===== config.mk =====
export PLATFORM = sky130hd
export DESIGN_NAME = vga_sync_gen
export DESIGN_NICKNAME = d
export VERILOG_FILES = /design/src/rtl/vga_timing_pkg.sv /design/src/rtl/vga_axis_counter.sv /design/src/rtl/vga_sync_gen.sv
export SDC_FILE = /design/constraint.sdc
export NUM_CORES = 1
export LEC_CHECK = 0
export ABC_AREA = 1
export BUFFER_PORTS_ARGS = -buffer_cell sky130_fd_sc_hd__buf_2
export CORE_ASPECT_RATIO = 2
export CORE_MARGIN = 4
export CORE_UTILIZATION = 45
export DETAILED_ROUTE_END_ITERATION = 6
export PLACE_DENSITY = 0.72
export SLEW_MARGIN = 25
export SYNTH_ARGS = -nofsm -noshare
export SYNTH_HDL_FRONTEND = slang
export SYNTH_SLANG_ARGS = --single-unit

===== constraint.sdc =====
create_clock -name InputClock -period 2.15 [get_ports InputClock]
set_input_delay 0.43 -clock InputClock [delete_from_list [all_inputs] [get_ports InputClock]]
set_output_delay 0.43 -clock InputClock [all_outputs]
set_load 0.05 [all_outputs]

===== src/rtl/vga_timing_pkg.sv =====
// Shared VGA timing constants (640x480 @ 60 Hz) and the phase encoding
// used by both the horizontal and vertical axis counters.
package vga_timing_pkg;

    localparam int H_ACTIVE = 640;
    localparam int H_FRONT  = 16;
    localparam int H_SYNC   = 96;
    localparam int H_BACK   = 48;
    localparam int V_ACTIVE = 480;
    localparam int V_FRONT  = 10;
    localparam int V_SYNC   = 2;
    localparam int V_BACK   = 33;

    localparam int H_TOTAL  = H_ACTIVE + H_FRONT + H_SYNC + H_BACK;
    localparam int V_TOTAL  = V_ACTIVE + V_FRONT + V_SYNC + V_BACK;

    localparam bit SYNC_POL = 1'b0;
    localparam int CW       = 10;

    // One encoding serves both axes: active, front porch, sync pulse, back porch.
    typedef enum logic [1:0] {
        PH_ACT = 2'd0,
        PH_FP  = 2'd1,
        PH_SP  = 2'd2,
        PH_BP  = 2'd3
    } phase_e;

endpackage


===== src/rtl/vga_axis_counter.sv =====
// One raster axis: position counter plus phase FSM. The sync level and the
// active flag are derived from the next-state phase so they line up with count_o.
module vga_axis_counter
    import vga_timing_pkg::*;
#(
    parameter int   CW       = 10,
    parameter int   ACTIVE   = 640,
    parameter int   FRONT    = 16,
    parameter int   SYNC     = 96,
    parameter int   BACK     = 48,
    parameter logic SYNC_POL = 1'b0
) (
    input  logic          clk_i,
    input  logic          rst_i,
    input  logic          inc_i,
    output logic [CW-1:0] count_o,
    output logic          sync_o,
    output logic          active_d_o,
    output logic          wrap_o
);

    localparam logic [CW-1:0] FP_START = CW'(ACTIVE);
    localparam logic [CW-1:0] SP_START = CW'(ACTIVE + FRONT);
    localparam logic [CW-1:0] BP_START = CW'(ACTIVE + FRONT + SYNC);
    localparam logic [CW-1:0] LAST     = CW'(ACTIVE + FRONT + SYNC + BACK - 1);

    logic [CW-1:0] count_q, count_d;
    phase_e        phase_q, phase_d;
    logic          sync_q, sync_d;

    always_comb begin
        count_d = count_q;
        phase_d = phase_q;
        if (inc_i) begin
            count_d = (count_q == LAST) ? '0 : count_q + 1'b1;
            if (count_d == '0) begin
                phase_d = PH_ACT;
            end else if (count_d == FP_START) begin
                phase_d = PH_FP;
            end else if (count_d == SP_START) begin
                phase_d = PH_SP;
            end else if (count_d == BP_START) begin
                phase_d = PH_BP;
            end
        end
        sync_d = (phase_d == PH_SP) ? SYNC_POL : ~SYNC_POL;
    end

    always_ff @(posedge clk_i or posedge rst_i) begin
        if (rst_i) begin
            count_q <= '0;
            phase_q <= PH_ACT;
            sync_q  <= ~SYNC_POL;
        end else begin
            count_q <= count_d;
            phase_q <= phase_d;
            sync_q  <= sync_d;
        end
    end

    assign count_o    = count_q;
    assign sync_o     = sync_q;
    assign active_d_o = (phase_d == PH_ACT);
    assign wrap_o     = (count_q == LAST);

endmodule


===== src/rtl/vga_sync_gen.sv =====
// VGA raster timing generator advancing one pixel per pix_en strobe; the
// vertical axis steps only on an enabled horizontal wrap.
module vga_sync_gen
    import vga_timing_pkg::*;
#(
    parameter int   H_ACTIVE = vga_timing_pkg::H_ACTIVE,
    parameter int   H_FRONT  = vga_timing_pkg::H_FRONT,
    parameter int   H_SYNC   = vga_timing_pkg::H_SYNC,
    parameter int   H_BACK   = vga_timing_pkg::H_BACK,
    parameter int   V_ACTIVE = vga_timing_pkg::V_ACTIVE,
    parameter int   V_FRONT  = vga_timing_pkg::V_FRONT,
    parameter int   V_SYNC   = vga_timing_pkg::V_SYNC,
    parameter int   V_BACK   = vga_timing_pkg::V_BACK,
    parameter logic SYNC_POL = vga_timing_pkg::SYNC_POL,
    parameter int   CW       = vga_timing_pkg::CW
) (
    input  logic          InputClock,
    input  logic          rst,
    input  logic          pix_en,
    output logic [CW-1:0] hcount,
    output logic [CW-1:0] vcount,
    output logic          hsync,
    output logic          vsync,
    output logic          video_on,
    output logic          frame_start
);

    logic hWrap, vWrap, hActD, vActD, vInc;
    logic video_on_q, frame_start_q;

    assign vInc = pix_en & hWrap;

    vga_axis_counter #(
        .CW(CW), .ACTIVE(H_ACTIVE), .FRONT(H_FRONT), .SYNC(H_SYNC), .BACK(H_BACK),
        .SYNC_POL(SYNC_POL)
    ) u_h (
        .clk_i(InputClock), .rst_i(rst), .inc_i(pix_en),
        .count_o(hcount), .sync_o(hsync), .active_d_o(hActD), .wrap_o(hWrap)
    );

    vga_axis_counter #(
        .CW(CW), .ACTIVE(V_ACTIVE), .FRONT(V_FRONT), .SYNC(V_SYNC), .BACK(V_BACK),
        .SYNC_POL(SYNC_POL)
    ) u_v (
        .clk_i(InputClock), .rst_i(rst), .inc_i(vInc),
        .count_o(vcount), .sync_o(vsync), .active_d_o(vActD), .wrap_o(vWrap)
    );

    // video_on stays low out of reset until the first enabled pixel.
    always_ff @(posedge InputClock or posedge rst) begin
        if (rst) begin
            video_on_q    <= 1'b0;
            frame_start_q <= 1'b0;
        end else begin
            frame_start_q <= vInc & vWrap;
            if (pix_en) begin
                video_on_q <= hActD & vActD;
            end
        end
    end

    assign video_on    = video_on_q;
    assign frame_start = frame_start_q;

endmodule


==> reports/qor.yml <==
run_status:
  status: "finished, final reports clean"
finish:
  drive_gt1_frac: 0.299
  postLayoutCellArea_mm2: 0.00238
  final_util: 0.570
  diodes: 0
  instances_no_fill: 386
  fillCellCount: 417
  layout.nets: 343
  synthToLayoutAreaGrowth_pct: 21.6
floorplanning:
  die_area_mm2: 0.00553
  coreArea_mm2: 0.00417
  die_y_um: 101
  top_level_ports: 27
  die_w_um: 54.6
  start_util: 0.469
  core.rowCount: 33
drt:
  ant_nets: 0
  drt_iter0_markers: 38
  vias: 1959
  vias_per_cell: 5.08
  drc_errors: 0
  dr.pass1.iters: 4
  routed_wl_um: 4920
  wl_per_cell_um: 12.7
worst_setup_path:
  required_ns: 2.36
  cp_top_family: "simple AND/OR/NAND/NOR gates"
  arrival_ns: 2.25
  criticalPathCategory: "reg -> reg"
  crit_chain: "inv_2 > ha_4 > nand2_1 > nor2_2 > nand3_4 > nand2_2 > nand2_2 > nor2_4 > nand3_2 > a21oi_1 > a21oi_2 > or2_1"
  slowest_delay_ns: 0.48
  crit_path_top_delay_cell: "dfrtp_2"
  start_kind: "flip-flop"
  crit_buf_inv: 1
  crit_top_cell: "nand2_2"
  critPathMaxFanout: 7
  end_kind: "flip-flop"
yosys:
  yosysSeqAreaShare: 0.360
  yosys_warnings: 0
  syn-cell-area_mm2: 0.00195
  syn-instance-count: 297
  synth_cell_types: 25
  synthesis.nets: 305
  synth-seq-cells: 28
  synth.avg_cell_area_um2: 6.58
timing:
  hold_viol: 0
  fin_worst_skew_ns: 0.0104
  layout_min_cycle_time_ns: 2.04
  fin_crit_sh: 0.951
  max_slew_margin: 0.743
  tightest_slew_ns: 0.385
  fmax_ghz: 0.489
  layout_setup_ws_ns: 0.106
  finalHoldWorstSlack_ns: 0.193
  drv_slew: 0
  tns_ns: 0
  setup_viol: 0
global_route:
  grt_pass1_vias: 1936
  grt_antenna_before_repair: 0
  grt_max_degree: 29
  overflow: 0
  grt_usage: 0.200
  grt_first_pass_wirelength_um: 8140
clock_tree:
  clkTransAtPathRegs_ns: 0.10
  clock_sink_count: 28
  cts_tree: "built"
  cts-root-buf: "clkbuf_8"
  h-tree-depth: 1
  holdBufCountCts: 0
  cts_buffers: 3
  clockBufferDepth: 2
  clock_latency_ns: 0.28
power_and_ir_drop:
  power_mw: 1.71
  vdd_drop_max_uv: 446
  powerDensity_mw_per_mm2: 720
  leakage_nw: 1.24
placed_design:
  placed_area_mm2: 0.00216
  gp_congestion: 0.954
  io_buffer_count: 26
  dp_cells: 376
  dp_slack_ns: 0.0844
  hpwl_um: 3790
hold_path:
  hp-class: "in -> async"
run:
  cap_violations: 0
[state kept, by name, summed over array words and instances (netlist names)]
register	cells
u_h.count_o	10
u_v.count_o	10
u_h.phase_q	2
u_v.phase_q	2
frame_start	1
u_h.sync_o	1
u_v.sync_o	1
video_on	1
[cells in the mapped netlist, drive strengths merged]
library cell    n  share of area
a21oi           6          0.017
buf             3          0.011
clkbuf          3          0.011
dfrtp          26           0.33
dfstp           2          0.027
ha              5          0.032
inv            43          0.083
nand2         109           0.22
nand3          26          0.074
nand4           4          0.013
nor2           45           0.11
nor3            1         0.0026
o211ai          2         0.0077
o21ai          21          0.056
or2             1         0.0032
[per-layer routing]
layer,track usage,up-vias,share of wire
met5,0,-,0
met4,0.125,0,0.052
met3,0.0206,16,0.025
met2,0.361,39,0.57
met1,0.202,912,0.35
li1,-,992,-
[kinds of logic after synthesis]
| kind of cell | after synthesis | share of synthesized area |
|---|---|---|
| and+or+nand+nor | 186 | 0.423 |
| buffers and inverters | 49 | 0.104 |
| AOI/OAI and AO/OA | 29 | 0.0807 |
| DFF | 28 | 0.360 |
| adders and majority gates | 5 | 0.0320 |
[repair_timing]
item,4_1_cts,5_1_grt
setup endpoints to repair,0,2
setup buffers,0,6
hold endpoints to repair,0,0
gates resized for setup,0,34
[final timing paths]
| path | start | end | slack, ns | depth (start not counted) |
|---|---|---|---|---|
| worst min-delay path | rst | u_h.count_o[2] | 0.19 | 3 |
| worst max-delay path | u_v.count_o[0] | u_v.sync_o | 0.11 | 12 |
| max in group asynchronous | rst | u_h.sync_o | 1.62 | 3 |
| worst max register to register | u_v.count_o[0] | u_v.sync_o | 0.11 | 12 |
| min in group InputClock | pix_en | u_h.count_o[0] | 0.43 | 2 |
| worst min register to register | u_h.phase_q[1] | u_h.phase_q[1] | 0.50 | 2 |
[layout make-up]
type | count | area [um^2] | area share
clock buffers | 4 | 55.1 | 0.0232
inverters | 43 | 161 | 0.0679
multi-input cells | 220 | 1150 | 0.485
flip-flops and latches | 28 | 711 | 0.299
well taps | 52 | 65.1 | 0.0274
repair buffers | 39 | 231 | 0.0974
[cells in the final DEF, fill, tap and decap left out, types with 9 or more instances in the layout]
cell | synthesis | routed
nand3_1 | 23 | 19
o21ai_0 | 20 | 19
nor2_1 | 34 | 32
inv_1 | 41 | 38
nand2_1 | 99 | 92
nand2_2 | 9 | 14
buf_2 | 2 | 26
nor2_2 | 9 | 9
dfrtp_1 | 26 | 20
buf_4 | 0 | 12
[worst reg2reg max path: stages (launching register included)]
cell	delay [ns]
dfrtp_2	0.48
inv_2	0.11
ha_4	0.13
nand2_1	0.06
nor2_2	0.12
nand3_4	0.16
nand2_2	0.13
nand2_2	0.08
nor2_4	0.13
nand3_2	0.11
a21oi_1	0.19
a21oi_2	0.07
or2_1	0.21
[power by group]
group          switching, mW  total (mW)  internal [mW]  leakage, nW
Sequential            0.0861       0.689          0.603        0.337
Clock                  0.173       0.338          0.164       0.0288
Combinational          0.498       0.684          0.186        0.877
Total                  0.758        1.71          0.954         1.24
Power figures use the tool's default switching activity.
